### src/rtl/cf_math_pkg.sv
// Index-width arithmetic shared by every block that addresses a requester.
// No latency or backpressure: compile-time helpers only.
package cf_math_pkg;

    function automatic int unsigned idx_width(input int unsigned num_idx);
        return (num_idx > 32'd1) ? unsigned'($clog2(num_idx)) : 32'd1;
    endfunction

endpackage

### src/rtl/dummy_arb_pkg.sv
// Shared types for the round-robin arbiter.
// No latency or backpressure: type definitions only.
package dummy_arb_pkg;

    typedef enum logic {
        IDLE   = 1'b0,
        LOCKED = 1'b1
    } arb_state_e;

endpackage

### src/rtl/dummy_rr_pick.sv
// Round-robin pick: lowest active index at or above ptr_i, else lowest overall.
// Purely combinational, no backpressure.
module dummy_rr_pick #(
    parameter int unsigned NumReq = 4,
    localparam int unsigned IdxWidth = cf_math_pkg::idx_width(NumReq)
) (
    input  logic [NumReq-1:0]   req_i,
    input  logic [IdxWidth-1:0] ptr_i,
    output logic [IdxWidth-1:0] idx_o,
    output logic                empty_o
);

    logic [NumReq-1:0]   req_masked;
    logic [IdxWidth-1:0] cnt_masked, cnt_all;
    logic                empty_masked, empty_all;

    always_comb begin
        req_masked = '0;
        for (int i = 0; i < int'(NumReq); i++) begin
            req_masked[i] = req_i[i] && (i >= int'(ptr_i));
        end
    end

    lzc #(.WIDTH(NumReq), .MODE(1'b0)) u_lzc_masked (
        .in_i    (req_masked),
        .cnt_o   (cnt_masked),
        .empty_o (empty_masked)
    );

    lzc #(.WIDTH(NumReq), .MODE(1'b0)) u_lzc_all (
        .in_i    (req_i),
        .cnt_o   (cnt_all),
        .empty_o (empty_all)
    );

    // Nothing at or above the pointer: wrap to the lowest active requester.
    assign idx_o   = empty_masked ? cnt_all : cnt_masked;
    assign empty_o = empty_all;

endmodule

### src/rtl/lzc.sv
// Leading/trailing zero counter; MODE=0 counts trailing zeros, MODE=1 leading.
// Purely combinational, no backpressure; cnt_o is 0 when empty_o is set.
module lzc #(
    parameter int unsigned WIDTH = 2,
    parameter bit          MODE  = 1'b0,
    localparam int unsigned CntWidth = cf_math_pkg::idx_width(WIDTH)
) (
    input  logic [WIDTH-1:0]    in_i,
    output logic [CntWidth-1:0] cnt_o,
    output logic                empty_o
);

    always_comb begin
        cnt_o = '0;
        if (!MODE) begin
            for (int i = int'(WIDTH) - 1; i >= 0; i--) begin
                if (in_i[i]) cnt_o = CntWidth'(i);
            end
        end else begin
            for (int i = 0; i < int'(WIDTH); i++) begin
                if (in_i[i]) cnt_o = CntWidth'(int'(WIDTH) - 1 - i);
            end
        end
        empty_o = ~|in_i;
    end

endmodule

### src/rtl/dummy_rr_arbiter.sv
// Round-robin N:1 arbiter with optional lock-in of the chosen requester.
// Zero-cycle req_i->req_o in IDLE; holds the selection while gnt_i is low (LockIn=1).
module dummy_rr_arbiter
    import dummy_arb_pkg::*;
#(
    parameter int unsigned NumReq    = 4,
    parameter int unsigned DataWidth = 32,
    parameter bit          LockIn    = 1'b1,
    localparam int unsigned IdxWidth = cf_math_pkg::idx_width(NumReq)
) (
    input  logic                             clk_i,
    input  logic                             rst_i,
    input  logic [NumReq-1:0]                req_i,
    input  logic [NumReq-1:0][DataWidth-1:0] data_i,
    output logic [NumReq-1:0]                gnt_o,
    output logic                             req_o,
    input  logic                             gnt_i,
    output logic [DataWidth-1:0]             data_o,
    output logic [IdxWidth-1:0]              idx_o
);

    arb_state_e          state_q, state_d;
    logic [IdxWidth-1:0] ptr_q, ptr_d;
    logic [IdxWidth-1:0] lock_idx_q, lock_idx_d;
    logic [IdxWidth-1:0] pick_idx, sel_idx;
    logic                pick_empty, sel_vld, hs;

    dummy_rr_pick #(.NumReq(NumReq)) u_pick (
        .req_i   (req_i),
        .ptr_i   (ptr_q),
        .idx_o   (pick_idx),
        .empty_o (pick_empty)
    );

    always_comb begin
        state_d    = state_q;
        ptr_d      = ptr_q;
        lock_idx_d = lock_idx_q;
        sel_vld    = 1'b0;
        sel_idx    = '0;
        // Reset masks the outputs so an in-flight lock never produces a grant.
        if (!rst_i) begin
            if (state_q == LOCKED) begin
                sel_vld = 1'b1;
                sel_idx = lock_idx_q;
            end else if (!pick_empty) begin
                sel_vld = 1'b1;
                sel_idx = pick_idx;
            end
        end
        hs = sel_vld & gnt_i;
        if (hs) begin
            ptr_d = (sel_idx == IdxWidth'(NumReq - 1)) ? '0 : sel_idx + 1'b1;
        end
        if (state_q == IDLE) begin
            if (LockIn && sel_vld && !gnt_i) begin
                state_d    = LOCKED;
                lock_idx_d = sel_idx;
            end
        end else if (gnt_i) begin
            state_d = IDLE;
        end
    end

    always_comb begin
        gnt_o = '0;
        if (hs) gnt_o[sel_idx] = 1'b1;
    end

    assign req_o  = sel_vld;
    assign idx_o  = sel_idx;
    assign data_o = sel_vld ? data_i[sel_idx] : '0;

    always_ff @(posedge clk_i or posedge rst_i) begin
        if (rst_i) begin
            state_q    <= IDLE;
            ptr_q      <= '0;
            lock_idx_q <= '0;
        end else begin
            state_q    <= state_d;
            ptr_q      <= ptr_d;
            lock_idx_q <= lock_idx_d;
        end
    end

    // A locked requester must keep its request up until granted.
    a_lock_req_held: assert property (@(posedge clk_i) disable iff (rst_i)
        (state_q == LOCKED) |-> req_i[lock_idx_q]);

endmodule

### config.mk
export PLATFORM = sky130hd
export DESIGN_NAME = dummy_rr_arbiter
export DESIGN_NICKNAME = d
export VERILOG_FILES = /design/src/rtl/cf_math_pkg.sv /design/src/rtl/dummy_arb_pkg.sv /design/src/rtl/dummy_rr_pick.sv /design/src/rtl/lzc.sv /design/src/rtl/dummy_rr_arbiter.sv
export SDC_FILE = /design/constraint.sdc
export NUM_CORES = 1
export LEC_CHECK = 0
export CELL_PAD_IN_SITES_DETAIL_PLACEMENT = 0
export CELL_PAD_IN_SITES_GLOBAL_PLACEMENT = 2
export CORE_MARGIN = 5
export CORE_UTILIZATION = 12
export CTS_CLUSTER_SIZE = 16
export DETAILED_ROUTE_END_ITERATION = 6
export GPL_ROUTABILITY_DRIVEN = 0
export PLACE_DENSITY_LB_ADDON = 0.05
export SLEW_MARGIN = 20
export SYNTH_ARGS = -nofsm -noshare
export SYNTH_HDL_FRONTEND = slang
export SYNTH_SLANG_ARGS = --single-unit
### constraint.sdc
create_clock -name clk_i -period 2.5 [get_ports clk_i]
set_input_delay 0.25 -clock clk_i [delete_from_list [all_inputs] [get_ports clk_i]]
set_output_delay 0.25 -clock clk_i [all_outputs]
set_load 0.02 [all_outputs]
-- Word-level counts from Yosys, hierarchy flattened
Index checks and enable logic that the tools add are counted.
- register bits after elaboration: 5
- word-level logic and storage cells: 45
- bits of input ports: 135
- output and inout bits: 39
- equality and inequality tests: 1
- bitwise logic cells: 2
- add/sub/neg operators: 1
- reductions and logical operators: 9
- $lt $le $gt $ge: 5
- muxes and demuxes: 24
- operators by type and width (kind ; number):
    32-bit binary-select mux with 2-bit select ; 1
    32-bit two-way mux ; 2
    2-bit two-way mux ; 12
    4-bit OR reduction ; 2
    1-bit two-way mux ; 7
    1-bit logical AND ; 5
    1-bit by 2-bit greater-or-equal comparator with 1-bit output (first input constant) ; 2
    4-bit two-way mux ; 1
    2-bit by 3-bit less-than comparator with 1-bit output (second input constant) ; 1
    2-bit by 1-bit adder with 2-bit output (second input constant) ; 1
    1-bit demux with 2-bit select ; 1
    2-bit == test (second input constant) ; 1
    2-bit by 1-bit greater-or-equal comparator with 1-bit output (second input constant) ; 1
    2-bit greater-or-equal comparator (first input constant) ; 1
    2-bit AND reduction ; 1
    1-bit AND ; 1
    1-bit logical NOT ; 1
    1-bit NOT ; 1

-- Depth between registers and ports, before layout
- depth in word-level cells: 14
- mapped depth: 8
- mapped depth without buffers: 7

-- Modules after synthesis
A second synthesis with hierarchy kept.
- cells, all modules: 164
- area, all modules: 1352.5 µm²
- modules (own cells, without submodules) (module ; area an instance (µm²) ; instances ; cells an instance ; sequential area each (µm²)):
    dummy_rr_arbiter ; 1228.7 ; 1 ; 147 ; 125.1
    lzc ; 36.3 ; 2 ; 6 ; 0.0
    dummy_rr_pick ; 51.3 ; 1 ; 5 ; 0.0

-- Least setup slack after synthesis
Ideal clock, no wire load.
- path type: register to output
- from: reg state_q
- to: out gnt_o[3]
- data required time: 2250 ps
- arrival time: 2058 ps
- path buffers: 2
- stages on the path, launching flop included: 9
- path slack: 192 ps
- cells stage by stage: dfrtp_1 buf_4 nor3_1 a21oi_2 o21ai_1 clkbuf_1 inv_1 ha_1 and3_1
- elaborated cells between the ends (all ways): 11
- those cells by class: order compare: 2; mux: 7; bitwise: 1; reduce/logical: 1
- RTL lines (item ; RTL line ; source):
    start, declared ; dummy_rr_arbiter.sv:22 ; arb_state_e state_q, state_d;
    start signal, assigned ; dummy_rr_arbiter.sv:80 ; state_q <= state_d;
    1-bit two-way mux ; dummy_rr_arbiter.sv:43 ; if (state_q == LOCKED) begin
    1-bit two-way mux ; dummy_rr_arbiter.sv:42 ; if (!rst_i) begin
    net req_o ; dummy_rr_arbiter.sv:16 ; output logic req_o,
    1-bit AND ; dummy_rr_arbiter.sv:51 ; hs = sel_vld & gnt_i;
    4-bit two-way mux ; dummy_rr_arbiter.sv:67 ; if (hs) gnt_o[sel_idx] = 1'b1;
    end, declared ; dummy_rr_arbiter.sv:15 ; output logic [NumReq-1:0] gnt_o,
The timed path passes the listed nets, and every way through them passes these cells.

-- Worst setup path after layout
- from: reg ptr_q[1]
- to: out data_o[16]
- cells in the longest elaborated chain, start to end: 12
- elaborated cells between the ends (all ways): 17
- those cells by class: order compare: 3; mux: 10; reduce/logical: 4
- RTL lines (item ; RTL line ; source):
    start, declared ; dummy_rr_arbiter.sv:23 ; logic [IdxWidth-1:0] ptr_q, ptr_d;
    start signal, assigned ; dummy_rr_arbiter.sv:81 ; ptr_q <= ptr_d;
    2-bit greater-or-equal comparator ; dummy_rr_pick.sv:20 ; req_masked[i] = req_i[i] && (i >= int'(ptr_i));
    1-bit logical AND ; dummy_rr_pick.sv:20 ;
    2-bit two-way mux (3 in a row) ; lzc.sv:17 ; if (in_i[i]) cnt_o = CntWidth'(i);
    2-bit two-way mux * ; dummy_rr_pick.sv:37 ; assign idx_o = empty_masked ? cnt_all : cnt_masked;
    2-bit two-way mux * ; dummy_rr_arbiter.sv:46 ; end else if (!pick_empty) begin
    2-bit two-way mux * ; dummy_rr_arbiter.sv:43 ;
    2-bit two-way mux * ; dummy_rr_arbiter.sv:42 ;
    32-bit binary-select mux with 2-bit select * ; dummy_rr_arbiter.sv:72 ; assign data_o = sel_vld ? data_i[sel_idx] : '0;
    32-bit two-way mux (implied by the code) * ; dummy_rr_arbiter.sv:72 ;
    32-bit two-way mux * ; dummy_rr_arbiter.sv:72 ;
    end, declared ; dummy_rr_arbiter.sv:18 ; output logic [DataWidth-1:0] data_o,
Every way passes the cells marked *; elsewhere a longest branch is shown, timed or not. The select of a mux whose other input is x is not followed.

==> impl_results.md <==
* Synth Cell Area at 1379 µm²
* Fmax at 409.5 MHz
* CTS root buffer: clkbuf_16
* Top cell type's share of synthesized area at 47.19%
* Max H-tree Level at 1
* Yosys cell types at 28
* Slew @ Worst Pin at 439.7 ps
* Layout Utilization at 32.37%
* Tot GR Track Use at 10.61%
* Initial antenna violation count at 0
* Synth area leaders: mux2i_1 (47%), o22ai_1 (15%), dfrtp_1 (9.1%), buf_6 (4.9%), ha_1 (3.6%)
* Setup TNS at 0 ps
* Pint at 1.049 mW
* Part of the power in the clock network at 15.2%
* 1st-pass router iterations at 3
* Area delta synth->final at 165.8%
* Final HPWL DP at 6767 µm
* Final Cycle Share at 97.67%
* Total wire length at 8351 µm
* CTS max path bufs at 2
* Vias in the first global route at 2120
* Die Wd at 117.2 µm
* Largest net degree at the start of global routing at 21
* Outcome: finished clean
* Pre-CTS WS at -656.1 ps
* Post-synth EDFFs at 0
* Sequential Area at 127.6 µm²
* Total chip power at 1.728 mW
* Grt total ovfl at 0
* Final setup violating endpoints at 0
* Clock latency on the worst-skew pair at 230 ps
* Static Leakage at 1.716 nW
* Worst setup EP type: primary output
* PortBufs at 173
* Multi-input logic area at 1251 µm²
* Top-count cell post-synth: mux2i_1
* Layout cell share with drive strength beyond 1 at 27.14%
* Largest area contributor in the netlist: mux2i_1
* Async S/R FF share, synth at 100.0%
* Area of the die at 13730 µm²
* Net Count, Synth at 297
* First-pass GRT wire length at 11310 µm
* RSZ-0062 raised after global routing: false
* Critical path data arrival time at 2190 ps
* Main synth FF type: dfrtp_1
* Drt drc at 0
* DR WL/cell at 16.94 µm
* Post-synth top cells: mux2i_1 (65), o22ai_1 (32), buf_6 (6)
* Number of diodes at 0
* Crit path launch type: flip-flop
* Yosys warns at 0
* Num CTS Buffers at 3
* Sequential share of the synthesized area at 9.074%
* Starting DRT DRC Count at 66
* Final hold vios at 0
* # IOs at 174
* Starting Density at 12.18%
* Clk sinks at 5
* Min setup slack post-route at 58.18 ps
* Filler cells at 1198
* Crit path kind: reg -> out
* Min-delay worst type: in -> async
* Top fanout value on the critical path at 10
* CTS tree: built
* Worst rel slew slack at 70.63%
* Mapped Cells at 158
* R2r setup slk at 590 ps
* Final #Nets at 490
* Switching fraction of total power at 39.32%
* Routed vias at 2015
* Antenna-violating nets left at 0
* Cell row count at 39
* Psw at 0.6796 mW
* Fin crit period at 2442 ps
* Total of max-cap violations at 0
* WP data required at 2250 ps
* Flop pwr share at 7.4%
* Fin. max-slew vios at 0
* Min Hold Slack at 347.5 ps
* Post-Syn Area per Cell at 8.727 µm²
* Die height at 117.2 µm
* PwrDens at 471.6 nW/µm²
* Via density per instance at 4.087
* Worst Skew at 1.253 ps
* Combinational share of power at 77.4%
* Clk slew on worst S/H paths at 30 ps
* Core Box Area at 11320 µm²
* Peak supply drop at 259.1 µV
* #FFs+latches synth at 5
[state kept, by name, summed over array words and instances, names as in the netlist]
register    count
lock_idx_q      2
ptr_q           2
state_q         1
[cells in the final DEF (no fill, tap or decap), drive strengths merged]
| master | netlist | routed |
|---|---|---|
| nand2 | 2 | 2 |
| nor2 | 5 | 5 |
| a2111oi | 1 | 1 |
| dfrtp | 5 | 5 |
| buf | 12 | 41 |
| or3b | 1 | 1 |
| clkdlybuf4s50 | 0 | 131 |
| o31ai | 1 | 1 |
| mux2i | 65 | 65 |
| inv | 5 | 5 |
| o22ai | 32 | 32 |
| a211oi | 1 | 1 |
| nor3b | 1 | 1 |
| a21oi | 3 | 3 |
| nor3 | 1 | 1 |
| nor4b | 1 | 1 |
| dlymetal6s2s | 0 | 2 |
| dlygate4sd2 | 0 | 4 |
| a21o | 1 | 1 |
| nor2b | 4 | 4 |
| clkdlybuf4s15 | 0 | 21 |
| clkbuf | 3 | 8 |
| and3 | 4 | 4 |
| ha | 4 | 4 |
| mux2 | 1 | 1 |
| o21ai | 4 | 4 |
| a31oi | 1 | 1 |
[per-layer routing]
layer  global-route usage, %  share of wire (%)
met4                   1.682               0.90
met2                   19.34                 48
met3                   4.010                 12
met1                   11.92                 39
met5                       0                  0
[cell type report]
type / instances / area share [%]
inverters: 5 / 0.5121
multi-input cells: 133 / 34.14
flip-flops and latches: 5 / 3.482
repair buffers: 203 / 54.83
well taps: 143 / 4.882
clock buffers: 4 / 2.151
[logic make-up (layout without fill, tap and decap cells)]
family,after synthesis,after routing,synth area share (%)
and+or+nand+nor,19,19,8.348
DFF,5,5,9.074
buffers and inverters,20,212,9.437
adders and majority gates,4,4,3.630
muxes,66,66,48.00
AOI/OAI and AO/OA,44,44,21.51
[what timing repair did]
action,CTS,global route
gates cloned,0,1
endpoints found under the setup margin,38,34
hold buffers,0,0
pin swaps,3,3
buffers inserted,3,3
gates resized for setup,126,36
[power groups by stage]
stage	logic (mW)	clock network, mW	registers [mW]
finish	1.34	0.263	0.128
detailed placement	1.27	0	0.122
global placement	1.28	0	0.123
floorplan	0.644	0	0.115
CTS	1.29	0.266	0.126
global route	1.43	0.272	0.130
[metrics by stage]
stage / cells / area, µm²
final: 493 / 3665
after global routing: 493 / 3665
after CTS: 489 / 3586
after detailed placement: 482 / 3390
after global placement: 482 / 3390
after floorplan: 158 / 1379
[worst max-delay path, cell delays in order (launching register included)]
cell	delay [ps]
dfrtp_2	430
buf_4	150
a2111oi_4	310
o31ai_4	90
buf_12	160
clkbuf_4	170
clkbuf_16	180
mux2i_1	120
o22ai_1	170
buf_4	170
[final timing paths]
kind                                from             to  depth (start not counted)
max                             ptr_q[1]     data_o[16]                          9
min                                rst_i  lock_idx_q[0]                          2
max reg2reg                      state_q       ptr_q[1]                          8
min reg2reg                lock_idx_q[0]  lock_idx_q[0]                          2
max in group asynchronous          rst_i       ptr_q[1]                          2
min in group clk_i              req_i[0]  lock_idx_q[1]                          4
Power figures use the tool's default switching activity.
